[config.mk]
export PLATFORM = sky130hd
export DESIGN_NAME = gated_clk_en_ctrl_flat
export DESIGN_NICKNAME = d
export VERILOG_FILES = /design/src/rtl/gated_clk_en_ctrl_if.sv /design/src/rtl/gated_clk_en_ctrl.sv /design/src/flat_wrapper.sv
export SDC_FILE = /design/constraint.sdc
export NUM_CORES = 1
export LEC_CHECK = 0
export ABC_CLOCK_PERIOD_IN_PS = 2400
export CORE_MARGIN = 4
export CORE_UTILIZATION = 52
export DETAILED_ROUTE_END_ITERATION = 6
export PLACE_DENSITY_LB_ADDON = 0.3
export SYNTH_ARGS = -nofsm -noshare
export SYNTH_HDL_FRONTEND = slang
export SYNTH_SLANG_ARGS = --single-unit
[constraint.sdc]
create_clock -name clk -period 2.4 [get_ports clk]
set_input_delay 0.36 -clock clk [delete_from_list [all_inputs] [get_ports clk]]
set_output_delay 0.36 -clock clk [all_outputs]
set_load 0.01 [all_outputs]
[src/rtl/gated_clk_en_ctrl_if.sv]
// Control/status bundle between a clock-gate controller and its driver.
// The slave side is the controller; the master side drives requests and reads status.
interface gated_clk_en_ctrl_if #(
  parameter int CNT_W = 8
);
  logic             pad_yy_test_mode;
  logic             sw_force_on;
  logic             mod_busy;
  logic             wake_req;
  logic [CNT_W-1:0] idle_thresh;
  logic             cnt_clr;
  logic             clk_en;
  logic             wake_ack;
  logic             gated;
  logic [7:0]       gate_cnt;

  modport master (
    output pad_yy_test_mode, sw_force_on, mod_busy, wake_req, idle_thresh, cnt_clr,
    input  clk_en, wake_ack, gated, gate_cnt
  );

  modport slave (
    input  pad_yy_test_mode, sw_force_on, mod_busy, wake_req, idle_thresh, cnt_clr,
    output clk_en, wake_ack, gated, gate_cnt
  );
endinterface

[src/rtl/gated_clk_en_ctrl.sv]
// Idle-driven clock-gate enable controller: counts idle cycles, gates the target
// clock, and restores it on demand with a WAKE_CYC-cycle settle before wake_ack.
module gated_clk_en_ctrl #(
  parameter int WAKE_CYC = 2,  // 1..15
  parameter int CNT_W    = 8
) (
  input  logic                 clk,
  input  logic                 rst_b,
  gated_clk_en_ctrl_if.slave   bus
);
  typedef enum logic [1:0] {S_RUN, S_COUNT, S_GATED, S_WAKE} state_t;

  localparam logic [3:0] WAKE_LAST = 4'(WAKE_CYC - 1);

  state_t           r_state, w_state_nxt;
  logic [CNT_W-1:0] r_idle_cnt, w_idle_nxt;
  logic [3:0]       r_wake_cnt, w_wake_nxt;
  logic             r_wake_ack, w_ack_nxt;
  logic [7:0]       r_gate_cnt;
  logic             w_gate_entry;
  logic             w_idle;
  logic             w_wake_src;

  assign w_idle     = !bus.mod_busy && !bus.wake_req && !bus.sw_force_on &&
                      (bus.idle_thresh != '0);
  assign w_wake_src = bus.wake_req || bus.mod_busy || bus.sw_force_on;

  always_ff @(posedge clk or negedge rst_b) begin
    if (!rst_b) begin
      r_state    <= S_RUN;
      r_idle_cnt <= '0;
      r_wake_cnt <= '0;
      r_wake_ack <= 1'b0;
    end else begin
      r_state    <= w_state_nxt;
      r_idle_cnt <= w_idle_nxt;
      r_wake_cnt <= w_wake_nxt;
      r_wake_ack <= w_ack_nxt;
    end
  end

  always_comb begin
    w_state_nxt  = r_state;
    w_idle_nxt   = r_idle_cnt;
    w_wake_nxt   = r_wake_cnt;
    w_ack_nxt    = 1'b0;
    w_gate_entry = 1'b0;
    if (bus.pad_yy_test_mode) begin
      w_state_nxt = S_RUN;
      w_idle_nxt  = '0;
      w_wake_nxt  = '0;
    end else begin
      case (r_state)
        S_RUN: begin
          w_idle_nxt = '0;
          w_wake_nxt = '0;
          if (w_idle) begin
            w_state_nxt = S_COUNT;
            w_idle_nxt  = CNT_W'(1);
          end
        end
        S_COUNT: begin
          // A threshold lowered below the running count aborts rather than wrapping.
          if (!w_idle || (r_idle_cnt > bus.idle_thresh)) begin
            w_state_nxt = S_RUN;
            w_idle_nxt  = '0;
          end else if (r_idle_cnt == bus.idle_thresh) begin
            w_state_nxt  = S_GATED;
            w_idle_nxt   = '0;
            w_gate_entry = 1'b1;
          end else begin
            w_idle_nxt = r_idle_cnt + CNT_W'(1);
          end
        end
        S_GATED: begin
          if (w_wake_src) begin
            w_state_nxt = S_WAKE;
            w_wake_nxt  = '0;
          end
        end
        S_WAKE: begin
          if (r_wake_cnt == WAKE_LAST) begin
            w_state_nxt = S_RUN;
            w_wake_nxt  = '0;
            w_ack_nxt   = 1'b1;
          end else begin
            w_wake_nxt = r_wake_cnt + 4'd1;
          end
        end
        default: begin
          w_state_nxt = S_RUN;
          w_idle_nxt  = '0;
          w_wake_nxt  = '0;
        end
      endcase
    end
  end

  // Clear beats a simultaneous gating entry.
  always_ff @(posedge clk or negedge rst_b) begin
    if (!rst_b)                               r_gate_cnt <= '0;
    else if (bus.cnt_clr)                     r_gate_cnt <= '0;
    else if (w_gate_entry && r_gate_cnt != 8'hFF) r_gate_cnt <= r_gate_cnt + 8'd1;
  end

  assign bus.clk_en   = (r_state != S_GATED) || bus.pad_yy_test_mode;
  assign bus.gated    = (r_state == S_GATED);
  assign bus.wake_ack = r_wake_ack;
  assign bus.gate_cnt = r_gate_cnt;
endmodule
[src/flat_wrapper.sv]
// flat-port wrapper written by rule: the top's interface ports become plain ports
module gated_clk_en_ctrl_flat 
#(
  parameter int WAKE_CYC = 2,          
  parameter int CNT_W    = 8
)
  (clk, rst_b, bus_pad_yy_test_mode, bus_sw_force_on, bus_mod_busy, bus_wake_req, bus_idle_thresh, bus_cnt_clr, bus_clk_en, bus_wake_ack, bus_gated, bus_gate_cnt);
  gated_clk_en_ctrl_if #(.CNT_W(CNT_W)) bus_i ();
  input  logic clk;
  input  logic rst_b;
  input wire logic [$bits(bus_i.pad_yy_test_mode)-1:0] bus_pad_yy_test_mode;
  input wire logic [$bits(bus_i.sw_force_on)-1:0] bus_sw_force_on;
  input wire logic [$bits(bus_i.mod_busy)-1:0] bus_mod_busy;
  input wire logic [$bits(bus_i.wake_req)-1:0] bus_wake_req;
  input wire logic [$bits(bus_i.idle_thresh)-1:0] bus_idle_thresh;
  input wire logic [$bits(bus_i.cnt_clr)-1:0] bus_cnt_clr;
  output wire logic [$bits(bus_i.clk_en)-1:0] bus_clk_en;
  output wire logic [$bits(bus_i.wake_ack)-1:0] bus_wake_ack;
  output wire logic [$bits(bus_i.gated)-1:0] bus_gated;
  output wire logic [$bits(bus_i.gate_cnt)-1:0] bus_gate_cnt;
  assign bus_i.pad_yy_test_mode = bus_pad_yy_test_mode;
  assign bus_i.sw_force_on = bus_sw_force_on;
  assign bus_i.mod_busy = bus_mod_busy;
  assign bus_i.wake_req = bus_wake_req;
  assign bus_i.idle_thresh = bus_idle_thresh;
  assign bus_i.cnt_clr = bus_cnt_clr;
  assign bus_clk_en = bus_i.clk_en;
  assign bus_wake_ack = bus_i.wake_ack;
  assign bus_gated = bus_i.gated;
  assign bus_gate_cnt = bus_i.gate_cnt;
  gated_clk_en_ctrl #(.WAKE_CYC(WAKE_CYC), .CNT_W(CNT_W)) u_core (.clk(clk), .rst_b(rst_b), .bus(bus_i));
endmodule
==> out/qor.tcl, run 1 <==
set qor(n_antenna_cell) 0
set qor(fin_nets) 220
set qor(ant_nets) 0
set qor(worstPathMaxFanout) 8
set qor(final_core_utilization_pct) 67.2
set qor(initial_utilization_pct) 54.3
set qor(clockRootBuffer) {sky130_fd_sc_hd__clkbuf_4}
set qor(nature_of_the_critical_path_startpoint) {input pin}
set qor(dpl_cell_area_um2) 1820
set qor(cts.path.max_buffers) 2
set qor(first_pass_grt_wire_length_mm) 5.57
set qor(setup_total_negative_slack_ps) 0
set qor(number_of_synthesized_flops_with_an_enable_pin) 0
set qor(layout_worst_path_cycle_share_pct) 90.8
set qor(via_per_instance_ratio) 5.95
set qor(skew_ps) 4.11
set qor(cts.sink_count) 23
set qor(cts_hold_buffers) 0
set qor(die-height_um) 61.7
set qor(yosysSeqAreaShare_pct) 38.4
set qor(drc) 0
set qor(max_freq_mhz) 459
set qor(io-pin-count) 26
set qor(synth.avg_cell_area_um2) 9.42
set qor(cts_htree_levels) 1
set qor(postSynth.topFlopCell) {sky130_fd_sc_hd__dfrtp_1}
set qor(count_of_maximum_capacitance_violations) 0
set qor(crit_arrival_ps) 2410
set qor(power.density_cell_area_nw_per_um2) 357
set qor(core_um2) 2760
set qor(globalRouteTotalUtil_pct) 19.9
set qor(cp.required_ps) 2630
set qor(grt_overflow) 0
set qor(post_cts_resized) 0
set qor(synth_cells) 159
set qor(fp.dieArea_um2) 3800
set qor(grt_pass1_vias) 1242
set qor(numPlacedInstances) 219
set qor(antenna_found_initial) 0
set qor(floorplan.rows) 19
set qor(slew_limit_fails) 0
set qor(clock_insertion_delay_worst_skew_ps) 320
set qor(tritoncts) {yes}
set qor(clk_pin_slew_worst_paths_ps) 140
set qor(run_status) {finished, final reports clean}
set qor(worst-setup-path-type) {input pin to flop}
set qor(hold_class) {input pin to async pin}
set qor(holdWs_ps) 371
set qor(syn_to_final_growth_pct) 23.8
set qor(rsz0062_at_grt) {false}
set qor(power_mw) 0.661
set qor(cts_inserted_buffers) 3
set qor(num-fill-cells) 221
set qor(ys_async_sr_fraction_pct) 100
set qor(worst_slew_pin_slew_ps) 661
set qor(port-buffer-count) 25
set qor(synthesis.nets) 186
set qor(place_worst_setup_slack_ps) -137
set qor(cts_setup_buffers) 0
set qor(finalCriticalPeriod_ps) 2180
set qor(finalInstanceArea_um2) 1850
set qor(setup_viol) 0
set qor(postLayoutSetupSlackWorst_ps) 220
set qor(vdd.ir_drop.worst_mv) 0.433
set qor(layout.cells.non_filler) 223
set qor(postSynthRegisterBits) 23
set qor(vias) 1327
set qor(dieWidth_um) 61.7
set qor(synth.cell_area_um2) 1500
set qor(dp_hpwl_mm) 2.63
set qor(wire_per_inst_um) 14.7
set qor(yosysUniqueCellTypes) 41
set qor(worst_slew_margin_rel_pct) 55.7
set qor(yosys_warnings) 0
set qor(postRouteWirelength_mm) 3.28
set qor(p_leak_nw) 0.837
set qor(hold_viol_final) 0
set qor(pin_count_of_the_biggest_net_entering_global_routing) 24
set qor(drive_gt1_share_pct) 8.85
set qor(drt-pass1-iter-count) 4
set qor(worstSetupEndpointType) {flop}
set qor(drt_first_iter_violations) 57
set qor(last_weighted_congestion_value_of_the_routability_driven_placer) 0.863
[cell usage in the layout, fill, tap and decap left out, types with 2 or more instances in the layout]
cell type | Yosys | final
sky130_fd_sc_hd__o311ai_1 | 2 | 2
sky130_fd_sc_hd__nor4_1 | 3 | 3
sky130_fd_sc_hd__nor2_1 | 14 | 14
sky130_fd_sc_hd__and3_1 | 3 | 3
sky130_fd_sc_hd__nand4_1 | 6 | 6
sky130_fd_sc_hd__o31ai_1 | 3 | 3
sky130_fd_sc_hd__dfrtp_1 | 23 | 23
sky130_fd_sc_hd__buf_4 | 1 | 7
sky130_fd_sc_hd__nand2b_1 | 2 | 2
sky130_fd_sc_hd__nor2b_1 | 4 | 4
sky130_fd_sc_hd__o21a_1 | 2 | 2
sky130_fd_sc_hd__clkbuf_4 | 0 | 3
sky130_fd_sc_hd__inv_1 | 9 | 9
sky130_fd_sc_hd__xor2_1 | 6 | 6
sky130_fd_sc_hd__a21oi_1 | 8 | 8
sky130_fd_sc_hd__nor3b_1 | 3 | 3
sky130_fd_sc_hd__a22o_1 | 6 | 6
sky130_fd_sc_hd__clkdlybuf4s50_1 | 0 | 25
sky130_fd_sc_hd__and2_1 | 3 | 3
sky130_fd_sc_hd__nand2_1 | 9 | 9
sky130_fd_sc_hd__ha_1 | 12 | 12
sky130_fd_sc_hd__or3_1 | 2 | 2
sky130_fd_sc_hd__o21ai_0 | 6 | 6
sky130_fd_sc_hd__nor3_1 | 2 | 2
sky130_fd_sc_hd__nand3_1 | 10 | 10
sky130_fd_sc_hd__a21o_1 | 3 | 3
[cell usage after synthesis (all sizes together), types with 3 or more instances]
cell / instances / area (µm²)
o31ai: 3 / 22.5
o21ai: 6 / 30.0
ha: 12 / 150
nand3: 11 / 67.6
nand4: 6 / 37.5
nor2: 15 / 58.8
xor2: 6 / 52.6
inv: 9 / 33.8
and3: 3 / 18.8
a21o: 3 / 22.5
a21oi: 8 / 40.0
dfrtp: 23 / 576
nor3b: 3 / 22.5
nor2b: 4 / 25.0
nand2: 9 / 33.8
nor4: 3 / 18.8
and2: 3 / 18.8
a22o: 6 / 52.6
[state kept, by name, indices dropped and copies added (netlist names)]
name,cells
u_core.r_state,2
u_core.bus.gate_cnt,8
u_core.r_idle_cnt,8
u_core.r_wake_cnt,4
u_core.bus.wake_ack,1
[where the power goes]
group | total, mW | switching [mW] | internal (mW)
combinational | 0.0738 | 0.0354 | 0.0384
sequential | 0.394 | 0.00408 | 0.390
clock | 0.194 | 0.130 | 0.0638
[layout make-up]
type,instances,area [µm²],area share [%]
Clock buffer,3,22.5,1.21
Multi-Input combinational cell,124,873,47.1
Sequential cell,23,576,31.0
Inverter,9,33.8,1.82
Timing Repair Buffer,32,303,16.3
Tap cell,31,38.8,2.09
Clock inverter,1,7.51,0.405
[final timing paths]
| path | endpoint | from | depth (start not counted) | slack [ps] |
|---|---|---|---|---|
| min in group clk | u_core.r_wake_cnt[3]$_DFFE_PN0P_ | u_core.r_wake_cnt[3]$_DFFE_PN0P_ | 1 | 550 |
| min | u_core.bus.gate_cnt[4]$_DFFE_PN0P_ | rst_b | 2 | 370 |
| max in group asynchronous | u_core.r_idle_cnt[7]$_DFFE_PN0P_ | rst_b | 2 | 1800 |
| max reg2reg | u_core.r_idle_cnt[3]$_DFFE_PN0P_ | u_core.r_idle_cnt[1]$_DFFE_PN0P_ | 6 | 320 |
| max | u_core.r_idle_cnt[3]$_DFFE_PN0P_ | bus_idle_thresh[1] | 8 | 220 |
| min reg2reg | u_core.r_wake_cnt[3]$_DFFE_PN0P_ | u_core.r_wake_cnt[3]$_DFFE_PN0P_ | 1 | 550 |
[critical path: stages]
cell                              delay, ps
sky130_fd_sc_hd__clkdlybuf4s50_1        480
sky130_fd_sc_hd__inv_1                   50
sky130_fd_sc_hd__ha_1                   290
sky130_fd_sc_hd__nor2b_1                140
sky130_fd_sc_hd__o211ai_1                90
sky130_fd_sc_hd__a31oi_1                560
sky130_fd_sc_hd__o31ai_1                170
sky130_fd_sc_hd__a22o_1                 250
[cell families after synthesis]
| family | count (synthesis) | share of synthesized area [%] |
|---|---|---|
| AO/OA/AOI/OAI | 39 | 19.7 |
| adder cells (fa/ha/maj) | 12 | 10.0 |
| flip-flops | 23 | 38.4 |
| AND/OR/NAND/NOR | 66 | 24.3 |
| multiplexers | 1 | 0.752 |
| XOR/XNOR | 6 | 3.51 |
| buffers and inverters | 12 | 3.26 |
[metal layers]
metal  routed length [µm]  global-route usage, %  vias up
met5                    0                      0        -
li1                     -                      -      657
met4                   51                   9.09        0
met3                  141                   4.19        6
met2                 1690                   32.6       34
met1                 1390                   25.2      630
(Power assumes the default switching activity.)
==> run 2: changes to the inputs <==
--- a/config.mk
+++ b/config.mk
@@ -10,6 +10,7 @@
 export CORE_UTILIZATION = 52
 export DETAILED_ROUTE_END_ITERATION = 6
 export PLACE_DENSITY_LB_ADDON = 0.3
+export RECOVER_POWER = 25
 export SYNTH_ARGS = -nofsm -noshare
 export SYNTH_HDL_FRONTEND = slang
 export SYNTH_SLANG_ARGS = --single-unit
==> run 2 against run 1 <==
  * Cell area shrank 0.20%
  * Setup slack is the same
  * Total power down 0.17%
  * Wire length barely moved
  * Die area is the same
  * Flip-flop and latch count unchanged
  * Utilization down 0.14 points
  * Hold slack improved by 180 ps
  * Count of clock-buffer cells in the layout unchanged
  * Critical path depth stayed put
  * First-iteration DRC count unchanged
==> out/qor.tcl, run 2 (synthesis results as in run 1) <==
set qor(worst-setup-path-type) {input pin to flop}
set qor(globalRouteTotalUtil_pct) 19.9 ;# unchanged
set qor(worstPathMaxFanout) 8 ;# unchanged
set qor(setup_total_negative_slack_ps) 0 ;# unchanged
set qor(pin_count_of_the_biggest_net_entering_global_routing) 24 ;# unchanged
set qor(fin_nets) 220 ;# unchanged
set qor(grt_pass1_vias) 1242 ;# unchanged
set qor(clk_pin_slew_worst_paths_ps) 130 ;# about the same
set qor(hold_class) {flop to flop}
set qor(fp.dieArea_um2) 3800 ;# unchanged
set qor(worst_slew_margin_rel_pct) 17.5 ;# -38 points
set qor(numPlacedInstances) 219 ;# unchanged
set qor(crit_arrival_ps) 2410 ;# about the same
set qor(drive_gt1_share_pct) 8.33 ;# -0.52 points
set qor(dieWidth_um) 61.7 ;# unchanged
set qor(finalCriticalPeriod_ps) 2180 ;# unchanged
set qor(cts_inserted_buffers) 3 ;# unchanged
set qor(layout_commonest_cell) {sky130_fd_sc_hd__clkdlybuf4s50_1}
set qor(syn_to_final_growth_pct) 23.6
set qor(layout.cells.non_filler) 223 ;# unchanged
set qor(cts_hold_buffers) 0 ;# unchanged
set qor(tritoncts) {yes}
set qor(io-pin-count) 26 ;# unchanged
set qor(cts.path.max_buffers) 2 ;# unchanged
set qor(postLayoutSetupSlackWorst_ps) 220 ;# unchanged
set qor(clock_insertion_delay_worst_skew_ps) 320 ;# about the same
set qor(last_weighted_congestion_value_of_the_routability_driven_placer) 0.863 ;# unchanged
set qor(dpl_cell_area_um2) 1820 ;# unchanged
set qor(drt_first_iter_violations) 57 ;# unchanged
set qor(nature_of_the_critical_path_startpoint) {input pin}
set qor(p_leak_nw) 0.833 ;# -0.40%
set qor(final_core_utilization_pct) 67.1 ;# -0.14 points
set qor(cts_setup_buffers) 0 ;# unchanged
set qor(worstSetupEndpointType) {flop}
set qor(finalInstanceArea_um2) 1850 ;# -0.20%
set qor(dp_hpwl_mm) 2.63 ;# unchanged
set qor(layout_worst_path_cycle_share_pct) 90.8 ;# unchanged
set qor(slew_limit_fails) 0 ;# unchanged
set qor(run_status) {finished, final reports clean}
set qor(vias) 1327 ;# unchanged
set qor(antenna_found_initial) 0 ;# unchanged
set qor(die-height_um) 61.7 ;# unchanged
set qor(rsz0062_at_grt) {false}
set qor(vdd.ir_drop.worst_mv) 0.433 ;# about the same
set qor(wire_per_inst_um) 14.7 ;# about the same
set qor(port-buffer-count) 25 ;# unchanged
set qor(drt-pass1-iter-count) 4 ;# unchanged
set qor(worst_slew_pin_slew_ps) 1240 ;# +577 ps
set qor(floorplan.rows) 19 ;# unchanged
set qor(grt_overflow) 0 ;# unchanged
set qor(power.density_cell_area_nw_per_um2) 357 ;# about the same
set qor(clockRootBuffer) {sky130_fd_sc_hd__clkbuf_4}
set qor(hold_viol_final) 0 ;# unchanged
set qor(via_per_instance_ratio) 5.95 ;# unchanged
set qor(holdWs_ps) 550 ;# +178 ps
set qor(setup_viol) 0 ;# unchanged
set qor(drc) 0 ;# unchanged
set qor(place_worst_setup_slack_ps) -137 ;# unchanged
set qor(max_freq_mhz) 459 ;# unchanged
set qor(skew_ps) 4.11 ;# unchanged
set qor(post_cts_resized) 0 ;# unchanged
set qor(postRouteWirelength_mm) 3.28 ;# about the same
set qor(power_mw) 0.660 ;# -0.17%
set qor(num-fill-cells) 223 ;# +0.90%
set qor(initial_utilization_pct) 54.3 ;# unchanged
set qor(core_um2) 2760 ;# unchanged
set qor(cts.sink_count) 23 ;# unchanged
set qor(cts_htree_levels) 1 ;# unchanged
set qor(n_antenna_cell) 0 ;# unchanged
set qor(layout.cells.most_common_list) {sky130_fd_sc_hd__clkdlybuf4s50_1 (24), sky130_fd_sc_hd__dfrtp_1 (23), sky130_fd_sc_hd__nor2_1 (14)}
set qor(first_pass_grt_wire_length_mm) 5.57 ;# unchanged
set qor(ant_nets) 0 ;# unchanged
set qor(cp.required_ps) 2630 ;# about the same
set qor(count_of_maximum_capacitance_violations) 0 ;# unchanged
run 2: changes by cell type in the layout (fill, tap and decap cells not counted), sizes merged:
cell	before	now
clkbuf	3	4
dlygate4sd3	0	1
buf	7	6
clkdlybuf4s50	25	24
run 2: cell type report:
class,instances,area [µm²],share of cell area [%]
Clock buffer,3,22.5,1.22
Clock inverter,1,7.51,0.406
Inverter,9,33.8,1.83
Multi-Input combinational cell,124,873,47.2
Sequential cell,23,576,31.1
Tap cell,31,38.8,2.10
Timing Repair Buffer,32,299,16.2
run 2: path summary, 6_finish.rpt:
check | start | to | slack (ps) | cells after the start
setup / recovery | bus_idle_thresh[1] | u_core.r_idle_cnt[3]$_DFFE_PN0P_ | 220 | 8
hold / removal | u_core.r_wake_cnt[3]$_DFFE_PN0P_ | u_core.r_wake_cnt[3]$_DFFE_PN0P_ | 550 | 1
setup reg to reg | u_core.r_idle_cnt[1]$_DFFE_PN0P_ | u_core.r_idle_cnt[3]$_DFFE_PN0P_ | 320 | 6
hold reg to reg | u_core.r_wake_cnt[3]$_DFFE_PN0P_ | u_core.r_wake_cnt[3]$_DFFE_PN0P_ | 550 | 1
max in group asynchronous | rst_b | u_core.r_idle_cnt[7]$_DFFE_PN0P_ | 880 | 2
min in group asynchronous | rst_b | u_core.bus.gate_cnt[4]$_DFFE_PN0P_ | 800 | 2
run 2: where the power goes:
group | internal [mW] | leakage, nW | switching, mW | total [mW]
Combinational | 0.0373 | 0.499 | 0.0353 | 0.0727
Clock | 0.0638 | 0.0139 | 0.130 | 0.194
Sequential | 0.390 | 0.320 | 0.00408 | 0.394
run 2: per-layer routing:
layer	global-route usage [%]	vias up	wire length (µm)
li1	-	657	-
met1	25.2	630	1390
met2	32.6	34	1690
met3	4.19	6	141
met4	9.09	0	51
met5	0	-	0
run 2: worst max-delay path, stage by stage:
cell and delay (ps):
sky130_fd_sc_hd__clkdlybuf4s50_1 480, sky130_fd_sc_hd__inv_1 50, sky130_fd_sc_hd__ha_1 290, sky130_fd_sc_hd__nor2b_1 140
sky130_fd_sc_hd__o211ai_1 90, sky130_fd_sc_hd__a31oi_1 560, sky130_fd_sc_hd__o31ai_1 170, sky130_fd_sc_hd__a22o_1 250
